==> src/rtl/ifetch_stage.sv <==
// Instruction fetch stage: owns the PC, talks to instruction memory, and registers the fetch->decode fields.
// Define IFETCH_PERF_CNT_EN to build the delivered-word and bubble counters; otherwise they read zero.
module ifetch_stage #(
    parameter logic [31:0] RESET_PC = 32'h0000_0000,
    parameter logic [31:0] NOP_WORD = 32'h0000_0000
) (
    input  logic        clk,
    input  logic        reset,
    input  logic        stall,
    input  logic [1:0]  JumpType,
    input  logic        CondSrc,
    input  logic        BranchCond,
    input  logic [31:0] RegOut1,
    input  logic        FPCond,
    input  logic [31:0] DecPCPlusFour,
    input  logic [15:0] Immediate,
    input  logic [25:0] DecOffset26,
    output logic        IMemReq,
    output logic [31:0] IMemAddr,
    input  logic        IMemValid,
    input  logic [31:0] IMemData,
    output logic [5:0]  NextOpCode,
    output logic [4:0]  NextRs1,
    output logic [4:0]  NextRs2,
    output logic [4:0]  NextRd,
    output logic [15:0] NextImmd,
    output logic [5:0]  NextFunct,
    output logic [31:0] NextPCPlusFour,
    output logic [31:0] FetchCount,
    output logic [31:0] BubbleCount
);
    localparam int DATA_W = 32;
    localparam logic [DATA_W-1:0] ALIGN_MASK = 32'hFFFF_FFFC;

    typedef enum logic {FETCH = 1'b0, BUF = 1'b1} fetch_state_t;

    fetch_state_t      state_p0, state_d;
    logic [DATA_W-1:0] pc_p0, pc_d;
    logic [DATA_W-1:0] hold_addr_p0, hold_addr_d;
    logic              squash_p0, squash_d;
    logic [DATA_W-1:0] skid_p0, skid_d;
    logic [DATA_W-1:0] ir_p1, ir_d;
    logic [DATA_W-1:0] npc4_p1, npc4_d;
    logic              deliver;

    logic              cond_true;
    logic              taken;
    logic [DATA_W-1:0] target;
    logic [DATA_W-1:0] pc_plus4;

    function automatic logic signed [DATA_W-1:0] sext16(input logic [15:0] v);
        return {{16{v[15]}}, v};
    endfunction

    function automatic logic signed [DATA_W-1:0] sext26(input logic [25:0] v);
        return {{6{v[25]}}, v};
    endfunction

    // Redirect resolution from decode-stage control
    always_comb begin
        cond_true = CondSrc ? FPCond : (RegOut1 == '0);
        if (JumpType == 2'b01) begin
            taken = (cond_true == BranchCond);
        end else begin
            taken = JumpType[1];
        end
        case (JumpType)
            2'b01:   target = DecPCPlusFour + $unsigned(sext16(Immediate));
            2'b10:   target = DecPCPlusFour + $unsigned(sext26(DecOffset26));
            default: target = RegOut1;
        endcase
    end

    assign pc_plus4 = pc_p0 + 32'd4;

    always_comb begin
        state_d     = state_p0;
        pc_d        = pc_p0;
        hold_addr_d = hold_addr_p0;
        squash_d    = squash_p0;
        skid_d      = skid_p0;
        ir_d        = ir_p1;
        npc4_d      = npc4_p1;
        deliver     = 1'b0;
        if (stall) begin
            // Output register frozen; a response arriving now is parked in the skid register.
            if (state_p0 == FETCH && IMemValid) begin
                if (squash_p0) begin
                    squash_d = 1'b0;
                end else begin
                    skid_d  = IMemData;
                    state_d = BUF;
                end
            end
        end else if (taken) begin
            pc_d    = target & ALIGN_MASK;
            ir_d    = NOP_WORD;
            state_d = FETCH;
            if (state_p0 == FETCH) begin
                if (IMemValid) begin
                    squash_d = 1'b0;
                end else if (!squash_p0) begin
                    // Memory still owes a word for the old PC: keep asking for it, then drop it.
                    squash_d    = 1'b1;
                    hold_addr_d = pc_p0;
                end
            end
        end else if (state_p0 == BUF) begin
            ir_d    = skid_p0;
            deliver = 1'b1;
            state_d = FETCH;
        end else if (IMemValid && !squash_p0) begin
            ir_d    = IMemData;
            deliver = 1'b1;
        end else begin
            ir_d = NOP_WORD;
            if (IMemValid) begin
                squash_d = 1'b0;
            end
        end
        if (deliver) begin
            npc4_d = pc_plus4;
            pc_d   = pc_plus4;
        end
    end

    // Stage boundary: PC/FSM state (p0) and fetch->decode register (p1)
    always_ff @(posedge clk or negedge reset) begin
        if (!reset) begin
            state_p0  <= FETCH;
            pc_p0     <= RESET_PC & ALIGN_MASK;
            squash_p0 <= 1'b0;
            ir_p1     <= NOP_WORD;
            npc4_p1   <= '0;
        end else begin
            state_p0  <= state_d;
            pc_p0     <= pc_d;
            squash_p0 <= squash_d;
            ir_p1     <= ir_d;
            npc4_p1   <= npc4_d;
        end
    end

    always_ff @(posedge clk) begin
        skid_p0      <= skid_d;
        hold_addr_p0 <= hold_addr_d;
    end

    assign IMemReq  = reset && (state_p0 == FETCH);
    assign IMemAddr = squash_p0 ? hold_addr_p0 : pc_p0;

    // Word bit 0 is the MSB, so IR[0:5] is ir_p1[31:26]
    assign NextOpCode     = ir_p1[31:26];
    assign NextRs1        = ir_p1[25:21];
    assign NextRs2        = ir_p1[20:16];
    assign NextRd         = ir_p1[15:11];
    assign NextImmd       = ir_p1[15:0];
    assign NextFunct      = ir_p1[5:0];
    assign NextPCPlusFour = npc4_p1;

`ifdef IFETCH_PERF_CNT_EN
    logic [DATA_W-1:0] fetch_cnt_p1;
    logic [DATA_W-1:0] bubble_cnt_p1;

    // Every unstalled edge either delivers a word or inserts a NOP.
    always_ff @(posedge clk or negedge reset) begin
        if (!reset) begin
            fetch_cnt_p1  <= '0;
            bubble_cnt_p1 <= '0;
        end else if (!stall) begin
            if (deliver) begin
                fetch_cnt_p1 <= fetch_cnt_p1 + 32'd1;
            end else begin
                bubble_cnt_p1 <= bubble_cnt_p1 + 32'd1;
            end
        end
    end

    assign FetchCount  = fetch_cnt_p1;
    assign BubbleCount = bubble_cnt_p1;
`else
    assign FetchCount  = '0;
    assign BubbleCount = '0;
`endif

endmodule

==> config.mk <==
export PLATFORM = sky130hd
export DESIGN_NAME = ifetch_stage
export DESIGN_NICKNAME = d
export VERILOG_FILES = /design/src/rtl/ifetch_stage.sv
export SDC_FILE = /design/constraint.sdc
export NUM_CORES = 1
export LEC_CHECK = 0
export CAP_MARGIN = 40
export CORE_MARGIN = 5
export CORE_UTILIZATION = 45
export DETAILED_ROUTE_END_ITERATION = 16
export MAX_ROUTING_LAYER = met4
export PLACE_DENSITY = 0.78
export SYNTH_ARGS = -nofsm -noshare
export SYNTH_HDL_FRONTEND = slang
export SYNTH_SLANG_ARGS = --single-unit
==> constraint.sdc <==
create_clock -name clk -period 12.7 [get_ports clk]
set_input_delay 2.54 -clock clk [delete_from_list [all_inputs] [get_ports clk]]
set_output_delay 2.54 -clock clk [all_outputs]
set_load 0.02 [all_outputs]
==> flow_summary.ini, run 1 <==
[status]
status = stopped before the end
haltStage = detailed routing
tool.error = [ERROR DRT-0255] Maze Route cannot find path of net clk in worker of routeBox ( 144900 0 ) ( 157965 48300 ).

[logic_synthesis]
synthArstFlopShare_pct = 59.49
ys_ff_latch = 158
synth_warnings = 0
synth_top_cell_area_share_pct = 23.88
ys_top_cells_by_count = nand2_1, dfrtp_1, buf_4, o21ai_0, edfxtp_1
synth_ff_type = dfrtp_1
syn_area_um2 = 9852
synth_area_per_cell_um2 = 9.593
synthDistinctLibCells = 70
seq_area_frac_synth_pct = 43.38
postSynthCellCount = 1027
yosys.area.top_type = dfrtp_1
synthTopCellsByArea = dfrtp_1, edfxtp_1, buf_4, nand2_1, mux2_2
synth_edf_count = 64
yosysMostFrequentCell = nand2_1

[clock_network]
clockBufferDepth = 2
cts_root_buf = clkbuf_16
clock_sinks = 158
cts_max_level = 4
postCtsHoldBufs = 0
cts_setup_buffers = 0
cts_made_buffers = 17
cts.repair.resized = 0

[grt]
grt_pass1_vias = 8212
grt_pass1_wl_um = 43780
grt_overflow = 0
grt_max_degree = 85
antenna_found_initial = 0
groute.usage.overall_pct = 22.73

[die]
initial_core_util_pct = 45.43
dieWidth_um = 158.0
ios = 319
row_count = 54
die_h_um = 158.0

[place]
place_ws_ps = 5808
dp_hpwl_um = 21450
gp_congestion = 0.8982
port_buffers = 252
==> metrics by stage <==
step           hold WS (ps)  instances  util, %  instance area (µm²)
3_5_place_dp          471.6       1500    56.47                12250
2_1_floorplan         510.5       1092        -                10100
4_1_cts               487.7       1532    59.27                12850
5_1_grt               504.0       1532    59.27                12850
3_3_place_gp          462.5       1500    56.47                12250
==> logic make-up after synthesis <==
family          count (synthesis)  synth area share, %
flops                         158                43.38
xor+xnor                       56                4.978
compound gates                293                19.46
buf+inv                       149                8.903
other cells                     1              0.03806
mux                            47                5.372
fa+ha+maj                      37                4.699
simple gates                  286                13.17
==> metal layers <==
metal and GRT usage [%]:
met5 -, met4 5.321, met3 4.456, met2 36.50
met1 30.03
==> run 2, diff against run 1 <==
- CORE_UTILIZATION: 45 -> 30
- MAX_ROUTING_LAYER: met4 -> default
- PLACE_DENSITY: 0.78 -> default
- PLACE_DENSITY_LB_ADDON: default -> 0.15
==> run 2 against run 1 <==
Against the previous run:
- the flow now finishes without violations
- area after synthesis did not move
- synthesized cell count unchanged
- global-route usage shrank 6.2 points
==> flow_summary.ini, run 2 <==
[status]
status = finished, final reports clean

[logic_synthesis]
synth_top_cell_area_share_pct = 23.88
syn_area_um2 = 9852
synth_edf_count = 64
postSynthCellCount = 1027
ys_top_cells_by_count = nand2_1, dfrtp_1, buf_4, o21ai_0, edfxtp_1
synth_ff_type = dfrtp_1
synthArstFlopShare_pct = 59.49
synthTopCellsByArea = dfrtp_1, edfxtp_1, buf_4, nand2_1, mux2_2
yosys.area.top_type = dfrtp_1
ys_ff_latch = 158
synth_warnings = 0
synthDistinctLibCells = 70
yosysMostFrequentCell = nand2_1
seq_area_frac_synth_pct = 43.38
synth_area_per_cell_um2 = 9.593

[layout]
fin_area_um2 = 13130
area_growth_pct = 33.24
final_common_cell = clkdlybuf4s50_1
final_layout_size_suffix_gt1_share_pct = 8.439
most-common-layout-cells = clkdlybuf4s50_1, nand2_1, dfrtp_1
top_regs = hold_addr_p0: 32 flops, ir_p1: 32 flops, skid_p0: 32 flops
nets = 1427
insertedDiodeCount = 0
nFillCells = 3250

[hold_path]
min_path_type = reg -> reg

[die]
row_count = 66
ios = 319
dieWidth_um = 191.2
core-area_um2 = 32450
initial_core_util_pct = 30.36
die_area_um2 = 36560
die_h_um = 191.2

[grt]
grt_overflow = 0
grt_pass1_wl_um = 47710
groute.usage.overall_pct = 16.56
grt_pass1_vias = 8203
grt_max_degree = 83
antenna_found_initial = 0

[pwr]
p_per_area_nw_per_um2 = 153.8
p_leak_nw = 5.142
p_total_mw = 2.019
peakVddDrop_mv = 0.07458

[worst_setup_path]
cp_slowest_cell = ha_1
critical_path.max_stage_delay_ps = 730
worstSetupStartpointType = input port
worstSetupPathType = in -> reg
crit_family = compound AO/OA/AOI/OAI gates
cp_cell_sequence = clkdlybuf4s50_1 -> ha_1 -> mux2_2 -> ha_1 -> a21oi_1 -> nor3_1 -> nor4_1 -> nand2_1 -> a41oi_2 -> o211ai_2 -> a21oi_1 -> mux2_2 -> o31ai_1
arrival_ps = 6830
worst-path-buf-inv = 1
end_kind = register
required_ps = 13030
critPathMaxFanout = 16

[sta]
final_hold_viol_count = 0
fin_tns_setup_ps = 0
timing.hold.ws_ps = 474.8
skew_ps = 10.47
fmax_mhz = 153.9
drv_slew = 0
tightest_slew_ps = 859.5
period_minus_slack_ps = 6498
fin_crit_sh_pct = 51.17
setup_viol_count_final = 0
slew_headroom_pct = 42.39
grt_setup_unrepaired = no

[clock_network]
cts_tree = yes
cts_root_buf = clkbuf_16
cts_made_buffers = 17
path_clk_slew_ps = 70
clock_sinks = 158
cts.repair.resized = 0
postCtsHoldBufs = 0
clk_latency_ps = 430
cts_max_level = 4
clockBufferDepth = 2
cts_setup_buffers = 0

[place]
port_buffers = 252
dp_hpwl_um = 23530
dpl_cell_area_um2 = 12530
gp_congestion = 0.8428

[detailed_routing]
wl_per_cell_um = 18.28
final_antenna_net_count = 0
via_per_inst = 4.825
vias = 8193
finalWirelength_um = 31040
dr.pass1.iters = 4
drc = 0
drt_iter0_markers = 479

[flow_run]
drv_cap = 0
run 2: cell counts after synthesis:
No cell type changed its count.
run 2: worst paths after layout:
check	end	startpoint	cells past startpoint	slack, ps
max reg2reg	hold_addr_p0[4]$_DFFE_PP_	squash_p0$_DFFE_PN0P_	8	8540
max	pc_p0[29]$_DFFE_PN0P_	JumpType[1]	13	6200
min reg2reg	NextPCPlusFour[5]$_DFFE_PN0P_	NextPCPlusFour[5]$_DFFE_PN0P_	2	470
max in group asynchronous	NextPCPlusFour[3]$_DFFE_PN0P_	reset	3	9670
min in group asynchronous	ir_p1[2]$_DFFE_PN0N_	reset	1	2060
min	NextPCPlusFour[5]$_DFFE_PN0P_	NextPCPlusFour[5]$_DFFE_PN0P_	2	470
run 2: metal layers:
layer,wire [µm],global-route usage [%]
met4,297,3.508
met1,14420,23.21
met2,14060,26.13
met5,0,0
met3,2272,3.963
run 2: worst register-to-register path, delay by kind of cell, from the launching register on:
kind                   cells  cell delay [ps]
and+or+nand+nor            3             1320
buffers and inverters      3             1030
AOI/OAI and AO/OA          2              820
DFF                        1              630
run 2: cell families after synthesis:
logic type	synth area share (%)
AO/OA/AOI/OAI	19.46
buffers and inverters	8.903
AND/OR/NAND/NOR	13.17
multiplexers	5.372
other	0.03806
XOR/XNOR	4.978
adder cells (fa/ha/maj)	4.699
flip-flops	43.38
run 2: through the flow:
step,util [%],setup slack (ps),std cells
after floorplan,-,5914,1092
after global placement,38.38,5785,1663
after detailed placement,38.60,5707,1666
after CTS,40.45,6148,1698
after global routing,40.45,5807,1698
final,40.45,6202,1698
run 2: where the power goes:
part	switching, mW	internal, mW	total, mW	leakage [nW]
Combinational	0.416	0.348	0.763	3.07
Sequential	0.0945	0.638	0.733	1.78
Clock	0.215	0.307	0.523	0.286
run 2: final cells by class:
type	instances	area [µm²]	area share (%)
Clock buffer	20	467.9	3.565
Clock inverter	12	131.4	1.001
Inverter	14	52.55	0.4003
Multi-Input combinational cell	785	4972	37.88
Sequential cell	158	4274	32.56
Tap cell	442	553.0	4.213
Timing Repair Buffer	267	2675	20.38
No activity file was read; power rests on OpenSTA's default activity.
==> run 3, diff against run 2 <==
- clock period: 12.7 -> 6.8 ns (I/O delays scaled with it)
==> run 3 against run 2 <==
Against the previous run:
- global-route usage decreased by 0.086 points
- final cell count is the same
- via count up 0.67%
- worst hold slack better by 3.0 ps
- clock power up 95%
- utilization barely moved
- combinational power increased by 87%
- critical path depth did not move
- critical endpoint unchanged
- largest cell class unchanged
==> flow_summary.ini, run 3 (synthesis results as in run 2) <==
[worst_setup_path]
cp_slowest_cell = ha_1
r2r-end = hold_addr_p0[0]$_DFFE_PP_
worstSetupPathType = in -> reg
required_ps = 7140
endpoint = pc_p0[29]$_DFFE_PN0P_
reg2reg_slack_ps = 3660
end_kind = register
crit_start = JumpType[1]
cp_cell_sequence = clkdlybuf4s50_1 -> ha_1 -> mux2_2 -> ha_1 -> a21oi_1 -> nor3_1 -> nor4_1 -> nand2_1 -> a41oi_2 -> o211ai_2 -> a21oi_1 -> mux2_2 -> o31ai_1
worstSetupStartpointType = input port
worstReg2RegStart = state_p0$_DFFE_PN0P_
critPathMaxFanout = 16
arrival_ps = 5680
critical_path.max_stage_delay_ps = 720
ff2ff_path_depth = 7

[sta]
fin_tns_setup_ps = 0
fmax_mhz = 187.1
slew_headroom_pct = 45.52
drv_slew = 0
timing.hold.ws_ps = 477.9
fin_crit_sh_pct = 78.59
final_hold_viol_count = 0
period_minus_slack_ps = 5344
skew_ps = 9.219
tightest_slew_ps = 809.7
grt_setup_unrepaired = no
setup_viol_count_final = 0

[pwr]
p_total_mw = 3.809
peakVddDrop_mv = 0.1609
p_per_area_nw_per_um2 = 290.2
p_leak_nw = 5.146

[die]
row_count = 66
core-area_um2 = 32450
dieWidth_um = 191.2
ios = 319
initial_core_util_pct = 30.36
die_h_um = 191.2
die_area_um2 = 36560

[grt]
groute.usage.overall_pct = 16.47
grt_max_degree = 81
antenna_found_initial = 1
grt_pass1_vias = 8235
grt_pass1_wl_um = 47420
grt_overflow = 0

[layout]
insertedDiodeCount = 0
final_common_cell = clkdlybuf4s50_1
final_layout_size_suffix_gt1_share_pct = 8.280
top_regs = hold_addr_p0: 32 flops, ir_p1: 32 flops, skid_p0: 32 flops
area_growth_pct = 33.22
final_util_pct = 40.44
most-common-layout-cells = clkdlybuf4s50_1, nand2_1, dfrtp_1
nets = 1427
nFillCells = 3264
fin_area_um2 = 13130

[detailed_routing]
via_per_inst = 4.857
dr.pass1.iters = 5
drc = 0
vias = 8248
drt_iter0_markers = 409
finalWirelength_um = 31200
final_antenna_net_count = 0
wl_per_cell_um = 18.37

[clock_network]
clk_latency_ps = 430
cts_max_level = 4
cts.repair.resized = 0
path_clk_slew_ps = 60
cts_tree = yes
clockBufferDepth = 2
cts_root_buf = clkbuf_16
cts_setup_buffers = 0
cts_made_buffers = 17
postCtsHoldBufs = 0
clock_sinks = 158

[place]
dp_hpwl_um = 23590
gp_congestion = 0.8384
dpl_cell_area_um2 = 12510
port_buffers = 252

[status]
status = finished, final reports clean

[flow_run]
drv_cap = 0

[hold_path]
min_path_type = reg -> reg
==> run 3: cell types whose count changed in the layout (fill, tap and decap cells not counted), sizes merged <==
cell	change
inv	-3
bufinv	+2
clkbuf	+2
clkinvlp	-2
clkinv	+1
==> run 3: metal layers <==
metal / track usage, % / part of all wire [%] / vias up
met5: 0 / 0.035 / -
met4: 4.613 / 1.7 / 2
met3: 4.072 / 6.9 / 36
met2: 26.11 / 45 / 310
met1: 22.44 / 46 / 3866
li1: - / - / 4034
==> run 3: how the worst min path moves through the flow <==
stage / start / end / slack [ps] / depth (start not counted)
2_1_floorplan: pc_p0[3]$_DFFE_PN0P_ / pc_p0[3]$_DFFE_PN0P_ / 510 / 2
3_3_place_gp: ir_p1[9]$_DFFE_PN0N_ / ir_p1[9]$_DFFE_PN0N_ / 460 / 2
3_5_place_dp: ir_p1[7]$_DFFE_PN0N_ / ir_p1[7]$_DFFE_PN0N_ / 470 / 2
4_1_cts: NextPCPlusFour[19]$_DFFE_PN0P_ / NextPCPlusFour[19]$_DFFE_PN0P_ / 480 / 2
5_1_grt: ir_p1[31]$_DFFE_PN0N_ / ir_p1[31]$_DFFE_PN0N_ / 510 / 2
6_report: NextPCPlusFour[23]$_DFFE_PN0P_ / NextPCPlusFour[23]$_DFFE_PN0P_ / 480 / 2
==> run 3: stage by stage <==
stage                     worst slack [ps]  cells
after floorplan                       1194   1092
after global placement                1054   1664
after detailed placement              1013   1666
after CTS                             1467   1698
after global routing                  1179   1698
final                                 1456   1698
==> run 3: critical path, delay by kind of cell <==
kind | cells | cell delay (ps)
AOI/OAI and AO/OA | 5 | 1130
adders and majority gates | 2 | 1060
buffers and inverters | 1 | 600
muxes | 2 | 760
and+or+nand+nor | 3 | 740
==> run 3: power breakdown <==
part	switching, mW	internal, mW	total, mW	leakage [nW]
logic	0.779	0.648	1.43	3.07
clock network	0.393	0.625	1.02	0.298
registers	0.172	1.19	1.36	1.78
==> run 3: final cells by class <==
type                            instances  area, µm²  share of cell area (%)
Timing Repair Buffer                  267       2655                   20.23
Multi-Input combinational cell        785       4972                   37.88
Clock inverter                         10      163.9                   1.249
Inverter                               14      52.55                  0.4004
Sequential cell                       158       4274                   32.56
Clock buffer                           22      454.2                   3.460
Tap cell                              442      553.0                   4.214
